<file path="src/rtl/alarm_time_setter_pkg.sv">
// Shared codes for the alarm-time setter: alarm_check state codes, edit-field codes, BCD limits.
package alarm_time_setter_pkg;

  localparam int SWIDTH = 3;

  localparam logic [SWIDTH-1:0] S0 = 3'b000;
  localparam logic [SWIDTH-1:0] S1 = 3'b001;
  localparam logic [SWIDTH-1:0] S2 = 3'b010;
  localparam logic [SWIDTH-1:0] S3 = 3'b100;

  localparam logic [1:0] FIELD_NONE = 2'b00;
  localparam logic [1:0] FIELD_HOUR = 2'b01;
  localparam logic [1:0] FIELD_MIN  = 2'b10;

  localparam logic [7:0] HOUR_MAX = 8'h23;
  localparam logic [7:0] MIN_MAX  = 8'h59;

  typedef enum logic [1:0] {
    IDLE,
    EDIT_H,
    EDIT_M,
    COMMIT
  } set_state_t;

  // Ringing (S2) or minigame (S3) freezes all editing.
  function automatic logic is_locked(input logic [SWIDTH-1:0] st);
    return (st == S2) || (st == S3);
  endfunction

endpackage

</file>
<file path="src/rtl/alarm_time_setter_if.sv">
// Button/alarm-state inputs and alarm/edit outputs of the alarm-time setter.
interface alarm_time_setter_if;
  import alarm_time_setter_pkg::*;

  logic              set_en;
  logic              push_sel;
  logic              push_up;
  logic              push_down;
  logic [SWIDTH-1:0] alarm_state;
  logic [15:0]       alarm;
  logic [15:0]       edit_value;
  logic [1:0]        edit_field;
  logic              commit;

  modport master (
    output set_en, push_sel, push_up, push_down, alarm_state,
    input  alarm, edit_value, edit_field, commit
  );

  modport slave (
    input  set_en, push_sel, push_up, push_down, alarm_state,
    output alarm, edit_value, edit_field, commit
  );

endinterface

</file>
<file path="src/rtl/alarm_time_setter_bcd2_wrap_step.sv">
// Combinational two-digit BCD +/-1 with wrap between 00 and max_value.
// An illegal input (bad digit or above max_value) steps to 00; no step leaves the value untouched.
module bcd2_wrap_step (
  input  logic [7:0] value,
  input  logic [7:0] max_value,
  input  logic       up,
  input  logic       down,
  output logic [7:0] next_value
);

  logic legal;

  // Valid BCD orders the same as plain binary, so a direct compare against max works.
  assign legal = (value[7:4] <= 4'd9) && (value[3:0] <= 4'd9) && (value <= max_value);

  always_comb begin
    next_value = value;
    if (up ^ down) begin
      if (!legal) begin
        next_value = 8'h00;
      end else if (up) begin
        if (value == max_value)
          next_value = 8'h00;
        else if (value[3:0] == 4'd9)
          next_value = {value[7:4] + 4'd1, 4'd0};
        else
          next_value = value + 8'd1;
      end else begin
        if (value == 8'h00)
          next_value = max_value;
        else if (value[3:0] == 4'd0)
          next_value = {value[7:4] - 4'd1, 4'd9};
        else
          next_value = value - 8'd1;
      end
    end
  end

endmodule

</file>
<file path="src/rtl/alarm_time_setter.sv">
// Writes the alarm register from push buttons via a shadow copy committed on leaving edit mode.
// ALARM_AUTO_REPEAT_EN adds hold-to-repeat stepping for the up/down buttons.
module alarm_time_setter
  import alarm_time_setter_pkg::*;
#(
  parameter logic [15:0] RESET_ALARM   = 16'h0700,
  parameter int unsigned HOLD_CYCLES   = 8,
  parameter int unsigned REPEAT_CYCLES = 4
) (
  input  logic               s2clk,
  input  logic               reset,
  alarm_time_setter_if.slave bus
);

  set_state_t  state;
  logic [15:0] alarm_q;
  logic [15:0] shadow_q;
  logic [1:0]  field_q;
  logic        commit_q;
  logic        sel_d, up_d, down_d;

  logic        lock, editing;
  logic        sel_ev, up_ev, down_ev;
  logic        up_rep, down_rep;
  logic        step_up, step_down;
  logic [7:0]  hour_next, min_next;

  assign lock    = is_locked(bus.alarm_state);
  assign editing = (state == EDIT_H) || (state == EDIT_M);
  assign sel_ev  = bus.push_sel  & ~sel_d;
  assign up_ev   = bus.push_up   & ~up_d;
  assign down_ev = bus.push_down & ~down_d;

`ifdef ALARM_AUTO_REPEAT_EN
  localparam int unsigned WRAP = HOLD_CYCLES + REPEAT_CYCLES - 1;
  localparam int CW = $clog2(WRAP + 1) + 1;

  logic [CW-1:0] up_cnt, down_cnt;
  logic          rep_clr;

  assign rep_clr = lock | sel_ev | ~editing;

  // Counter runs 0..HOLD, then cycles HOLD..HOLD+REPEAT-1; each visit to HOLD is one step.
  always_ff @(posedge s2clk or posedge reset) begin
    if (reset) begin
      up_cnt   <= '0;
      down_cnt <= '0;
    end else begin
      if (rep_clr || !bus.push_up)
        up_cnt <= '0;
      else if (up_cnt == CW'(WRAP))
        up_cnt <= CW'(HOLD_CYCLES);
      else
        up_cnt <= up_cnt + CW'(1);

      if (rep_clr || !bus.push_down)
        down_cnt <= '0;
      else if (down_cnt == CW'(WRAP))
        down_cnt <= CW'(HOLD_CYCLES);
      else
        down_cnt <= down_cnt + CW'(1);
    end
  end

  assign up_rep   = bus.push_up & ~bus.push_down & ~rep_clr & (up_cnt == CW'(HOLD_CYCLES));
  assign down_rep = bus.push_down & ~bus.push_up & ~rep_clr & (down_cnt == CW'(HOLD_CYCLES));
`else
  logic unused_repeat_params;
  assign unused_repeat_params = (HOLD_CYCLES == 0) ^ (REPEAT_CYCLES == 0);
  assign up_rep   = 1'b0;
  assign down_rep = 1'b0;
`endif

  // Simultaneous up and down cancel.
  assign step_up   = (up_ev | up_rep) & ~(down_ev | down_rep);
  assign step_down = (down_ev | down_rep) & ~(up_ev | up_rep);

  bcd2_wrap_step u_hour_step (
    .value      (shadow_q[15:8]),
    .max_value  (HOUR_MAX),
    .up         (step_up),
    .down       (step_down),
    .next_value (hour_next)
  );

  bcd2_wrap_step u_min_step (
    .value      (shadow_q[7:0]),
    .max_value  (MIN_MAX),
    .up         (step_up),
    .down       (step_down),
    .next_value (min_next)
  );

  always_ff @(posedge s2clk or posedge reset) begin
    if (reset) begin
      state    <= IDLE;
      alarm_q  <= RESET_ALARM;
      shadow_q <= RESET_ALARM;
      field_q  <= FIELD_NONE;
      commit_q <= 1'b0;
      sel_d    <= 1'b0;
      up_d     <= 1'b0;
      down_d   <= 1'b0;
    end else begin
      sel_d    <= bus.push_sel;
      up_d     <= bus.push_up;
      down_d   <= bus.push_down;
      commit_q <= 1'b0;
      case (state)
        IDLE: begin
          if (bus.set_en && !lock) begin
            state    <= EDIT_H;
            field_q  <= FIELD_HOUR;
            shadow_q <= alarm_q;
          end
        end
        EDIT_H, EDIT_M: begin
          if (lock) begin
            state    <= IDLE;
            field_q  <= FIELD_NONE;
            shadow_q <= alarm_q;
          end else begin
            if (step_up || step_down) begin
              if (state == EDIT_H)
                shadow_q[15:8] <= hour_next;
              else
                shadow_q[7:0] <= min_next;
            end
            // The step above lands before leaving, so a final press is still committed.
            if (!bus.set_en) begin
              state    <= COMMIT;
              field_q  <= FIELD_NONE;
              commit_q <= 1'b1;
            end else if (sel_ev) begin
              state   <= (state == EDIT_H) ? EDIT_M : EDIT_H;
              field_q <= (state == EDIT_H) ? FIELD_MIN : FIELD_HOUR;
            end
          end
        end
        COMMIT: begin
          alarm_q <= shadow_q;
          state   <= IDLE;
        end
        default: begin
          state   <= IDLE;
          field_q <= FIELD_NONE;
        end
      endcase
    end
  end

  assign bus.alarm      = alarm_q;
  assign bus.edit_value = shadow_q;
  assign bus.edit_field = field_q;
  assign bus.commit     = commit_q;

endmodule

</file>
<file path="src/flat_wrapper.sv">
// flat-port wrapper written by rule: the top's interface ports become plain ports
module alarm_time_setter_flat import alarm_time_setter_pkg::*;
#(
  parameter logic [15:0] RESET_ALARM   = 16'h0700,
  parameter int unsigned HOLD_CYCLES   = 8,
  parameter int unsigned REPEAT_CYCLES = 4
)
  (s2clk, reset, bus_set_en, bus_push_sel, bus_push_up, bus_push_down, bus_alarm_state, bus_alarm, bus_edit_value, bus_edit_field, bus_commit);
  alarm_time_setter_if bus_i ();
  input  logic s2clk;
  input  logic reset;
  input wire logic [$bits(bus_i.set_en)-1:0] bus_set_en;
  input wire logic [$bits(bus_i.push_sel)-1:0] bus_push_sel;
  input wire logic [$bits(bus_i.push_up)-1:0] bus_push_up;
  input wire logic [$bits(bus_i.push_down)-1:0] bus_push_down;
  input wire logic [$bits(bus_i.alarm_state)-1:0] bus_alarm_state;
  output wire logic [$bits(bus_i.alarm)-1:0] bus_alarm;
  output wire logic [$bits(bus_i.edit_value)-1:0] bus_edit_value;
  output wire logic [$bits(bus_i.edit_field)-1:0] bus_edit_field;
  output wire logic [$bits(bus_i.commit)-1:0] bus_commit;
  assign bus_i.set_en = bus_set_en;
  assign bus_i.push_sel = bus_push_sel;
  assign bus_i.push_up = bus_push_up;
  assign bus_i.push_down = bus_push_down;
  assign bus_i.alarm_state = bus_alarm_state;
  assign bus_alarm = bus_i.alarm;
  assign bus_edit_value = bus_i.edit_value;
  assign bus_edit_field = bus_i.edit_field;
  assign bus_commit = bus_i.commit;
  alarm_time_setter #(.RESET_ALARM(RESET_ALARM), .HOLD_CYCLES(HOLD_CYCLES), .REPEAT_CYCLES(REPEAT_CYCLES)) u_core (.s2clk(s2clk), .reset(reset), .bus(bus_i));
endmodule
</file>
<file path="config.mk">
export PLATFORM = sky130hd
export DESIGN_NAME = alarm_time_setter_flat
export DESIGN_NICKNAME = d
export VERILOG_FILES = /design/src/rtl/alarm_time_setter_pkg.sv /design/src/rtl/alarm_time_setter_if.sv /design/src/rtl/alarm_time_setter_bcd2_wrap_step.sv /design/src/rtl/alarm_time_setter.sv /design/src/flat_wrapper.sv
export SDC_FILE = /design/constraint.sdc
export NUM_CORES = 1
export LEC_CHECK = 0
export CAP_MARGIN = 0
export CORE_ASPECT_RATIO = 0.8
export CORE_MARGIN = 1.5
export CORE_UTILIZATION = 65
export CTS_CLUSTER_SIZE = 10
export DETAILED_ROUTE_END_ITERATION = 6
export DONT_BUFFER_PORTS = 1
export GPL_TIMING_DRIVEN = 1
export PLACE_DENSITY = 0.81
export SETUP_SLACK_MARGIN = 0.2
export SLEW_MARGIN = 20
export SYNTH_ARGS = -nofsm -noshare
export SYNTH_HDL_FRONTEND = slang
export SYNTH_HIERARCHICAL = 1
export SYNTH_SLANG_ARGS = --single-unit
</file>
<file path="constraint.sdc">
create_clock -name s2clk -period 3.4 [get_ports s2clk]
set_clock_uncertainty 0.1 [all_clocks]
set_input_delay 0.34 -clock s2clk [delete_from_list [all_inputs] [get_ports s2clk]]
set_output_delay 0.34 -clock s2clk [all_outputs]
set_load 0.01 [all_outputs]
</file>
==> metrics.txt <==
Comb power frac=0.672; Post-Syn Area per Cell=8.881 um2; Warnings, synthesis=6; Fmax=0.3220 GHz; final period utilization=0.9133; Synth cell types=62; DR WL/cell=18.45 um; Placer Congestion=0.9688; outcome=completed; Inserted Clock Buffers=5; critical path required time=3.48 ns; post-synthesis mux area share=0.1550; Post-synth EDFFs=0; Cells after DPL=530; reg2reg start=u_core/up_d; fill count=401; Skew-Pair Late Insertion Delay=0.29 ns; worst path arrival time=3.19 ns; Ports=44; CTS root buffer=clkbuf_8; drt via density=6.541; Synth Instances=429; DRT Pass-1 Iters=6; Async SR Flop Fraction=1.000; number of gates resized after CTS=0; Synth top area share=0.2233; all-layer global routing usage=0.3199; worst-path cell chain=nand2b_1, inv_1, ha_1, buf_4, xor2_1, o31ai_1, a22o_1, mux2_2, mux2_4; Finished Layout Cells=543; Post-Synth Adder-Cell Area=0.09524; Die W=88.60 um; Switching Share=0.4847; Iter 0 DRT Violations=568; main combinational cell family by area after synthesis=compound AO/OA/AOI/OAI gates; grt total ovfl=0; CP max FO=18; Pleak=1.898 nW; sequential share of power=0.245; slowest CP cell=ha_1; layout cells sized above 1=0.2043; r2r setup slk=0.29 ns; post-synthesis cell area=3810 um2; Setup CP Type=flop to flop; Yosys top cell by area=dfrtp_1; max cap viols=0; worst-margin pin slew=0.9626 ns; Die Ht=71.48 um; final WL=10.02 mm; Synth Area in Compound Gates=0.2213; fin nets=502; Top Family by Delay on Critical Path=adder cells; largest net degree at the start of global routing=41; top cells by area, synth=dfrtp_1 22%, mux2_2 12%, ha_1 9.5%, dfstp_2 4.1%, a21oi_1 3.4%; Clk pwr share=0.083; hold_sp=bus_set_en; Worst VDD drop=0.0005993 V; Detail Route Antenna Nets=0; Primary FF master, synth=dfrtp_1; sequential share of the synthesized area=0.2647; Worst R2R Path Depth=9; first-pass GRT wire length=15.43 mm; r2r endpoint=u_core/bus.edit_value[12]; Relative slew margins=0.3582; simple-gate share of the synthesized area=0.1708; WP buf/inv=2; switching power=1.788 mW; Hold EP=u_core/bus.edit_field[0]; port bufs=0; clock period minus worst slack=3.105 ns; row cnt=24; number of setup violations in the final report=0; Largest stage delay, worst path=0.61 ns; CP Capture Type=flop; xor/xnor cell area share of the yosys netlist=0.01806; Max Slew Vio Count=0; Reg clk slew, reported paths=0.08 ns; drt drc=0; worst-case clock buffer depth=2; TNS Setup=0 ns; cell area power density=888.5 nW/um2; Seq cells post-synth=40; Setup crit start kind=flop; Setup Buffers After CTS=0; commonest non-fill, non-tap cell in the layout=mux2_2; Initial Util=0.6858; design area=4151 um2; initial antenna violation count=0; H-tree level count=2; CTS tree=done; Finished Core Util=0.7473; # diodes=0; vias=3552; vias in the first global route=3099; core area=5555 um2; Worst Hold Class=input port to flop; Num Clock Sinks=40; die footprint=6332 um2; DP HPWL=7.183 mm; dpl cell area=4016 um2; RSZ-0062 raised after global routing=no; Fin. Hold Viols=0; Area Growth Syn to Fin=8.965%; cell count of the worst hold path=2; internal power=1.901 mW; most frequent cells in the layout=40 x mux2_2, 34 x dfrtp_1, 33 x inv_1, 32 x conb_1, 29 x ha_1
cell usage after synthesis, types with 3 or more instances:
cell type / n
mux2_4: 8
or3_1: 5
dfrtp_1: 34
o22ai_1: 4
buf_6: 5
a21oi_1: 26
nand4_1: 6
nor2_1: 26
inv_1: 33
mux2_2: 40
a211oi_1: 7
ha_1: 29
o211ai_1: 7
nand2_1: 14
xnor2_1: 4
a21o_1: 4
nor2b_1: 9
o21ai_0: 17
nand2b_1: 11
nand3b_1: 4
nor3_2: 4
clkbuf_1: 15
a22o_1: 8
nand3_1: 16
nor3_1: 7
a211o_1: 3
a31oi_1: 4
a22oi_1: 4
o21ai_1: 12
o31ai_1: 6
buf_2: 4
dfstp_2: 6
layer usage:
| layer | global-route usage | share of wire | wire, um | vias to the layer above |
|---|---|---|---|---|
| li1 | - | - | - | 1612 |
| met4 | 0.07639 | 0.025 | 249 | 0 |
| met1 | 0.4877 | 0.45 | 4481 | 1671 |
| met5 | 0 | 0 | 0 | - |
| met2 | 0.4546 | 0.41 | 4145 | 223 |
| met3 | 0.08295 | 0.11 | 1141 | 46 |
logic make-up after synthesis:
kind of cell / count (synthesis)
simple gates: 117
compound gates: 124
flops: 40
fa+ha+maj: 29
xor+xnor: 7
mux: 50
other cells: 2
buf+inv: 60
worst max path at each step:
stage	from	end	cells past startpoint
floorplan	u_core/bus.edit_value[8]	u_core/bus.edit_value[9]	11
detailed placement	u_core/up_d	u_core/bus.edit_value[12]	9
global route	u_core/up_d	u_core/bus.edit_value[9]	10
global placement	u_core/up_d	u_core/bus.edit_value[12]	9
finish	u_core/up_d	u_core/bus.edit_value[12]	9
CTS	u_core/up_d	u_core/bus.edit_value[12]	9
layout make-up:
type                            count  area (um2)  share of cell area
Tap cell                           78       97.59             0.02351
Sequential cell                    40        1008              0.2429
Clock inverter                      2       12.51            0.003014
Inverter                           33       123.9             0.02984
Multi-Input combinational cell    359        2636              0.6350
Timing Repair Buffer               25       200.2             0.04822
Clock buffer                        6       72.57             0.01748
power groups by stage:
stage	clock (mW)	combinational, mW	sequential (mW)
floorplan	0	1.88	0.928
global placement	0	2.31	0.900
detailed placement	0	2.37	0.907
CTS	0.316	2.39	0.899
global route	0.335	2.64	0.924
finish	0.308	2.48	0.902
registers in the layout (all words and copies together) (netlist names):
register	count
u_core/sel_d	1
u_core/up_d	1
u_core/bus.commit	1
u_core/down_d	1
u_core/bus.edit_field	2
u_core/state	2
u_core/bus.edit_value	16
u_core/bus.alarm	16
repair_timing:
item | 4_1_cts | 5_1_grt
endpoints found under the hold margin | 37 | 1
hold buffers | 4 | 1
setup endpoints to repair | 0 | 0
through the flow:
step	hold slack, ns	total power, mW	worst slack (ns)
floorplan	0.2714	2.804	0.4781
global placement	0.2715	3.210	0.5352
detailed placement	0.2715	3.281	0.4895
CTS	0.0009154	3.609	0.4293
global route	0.1719	3.898	0.3147
finish	0.1702	3.689	0.2947
(Power assumes the default switching activity.)
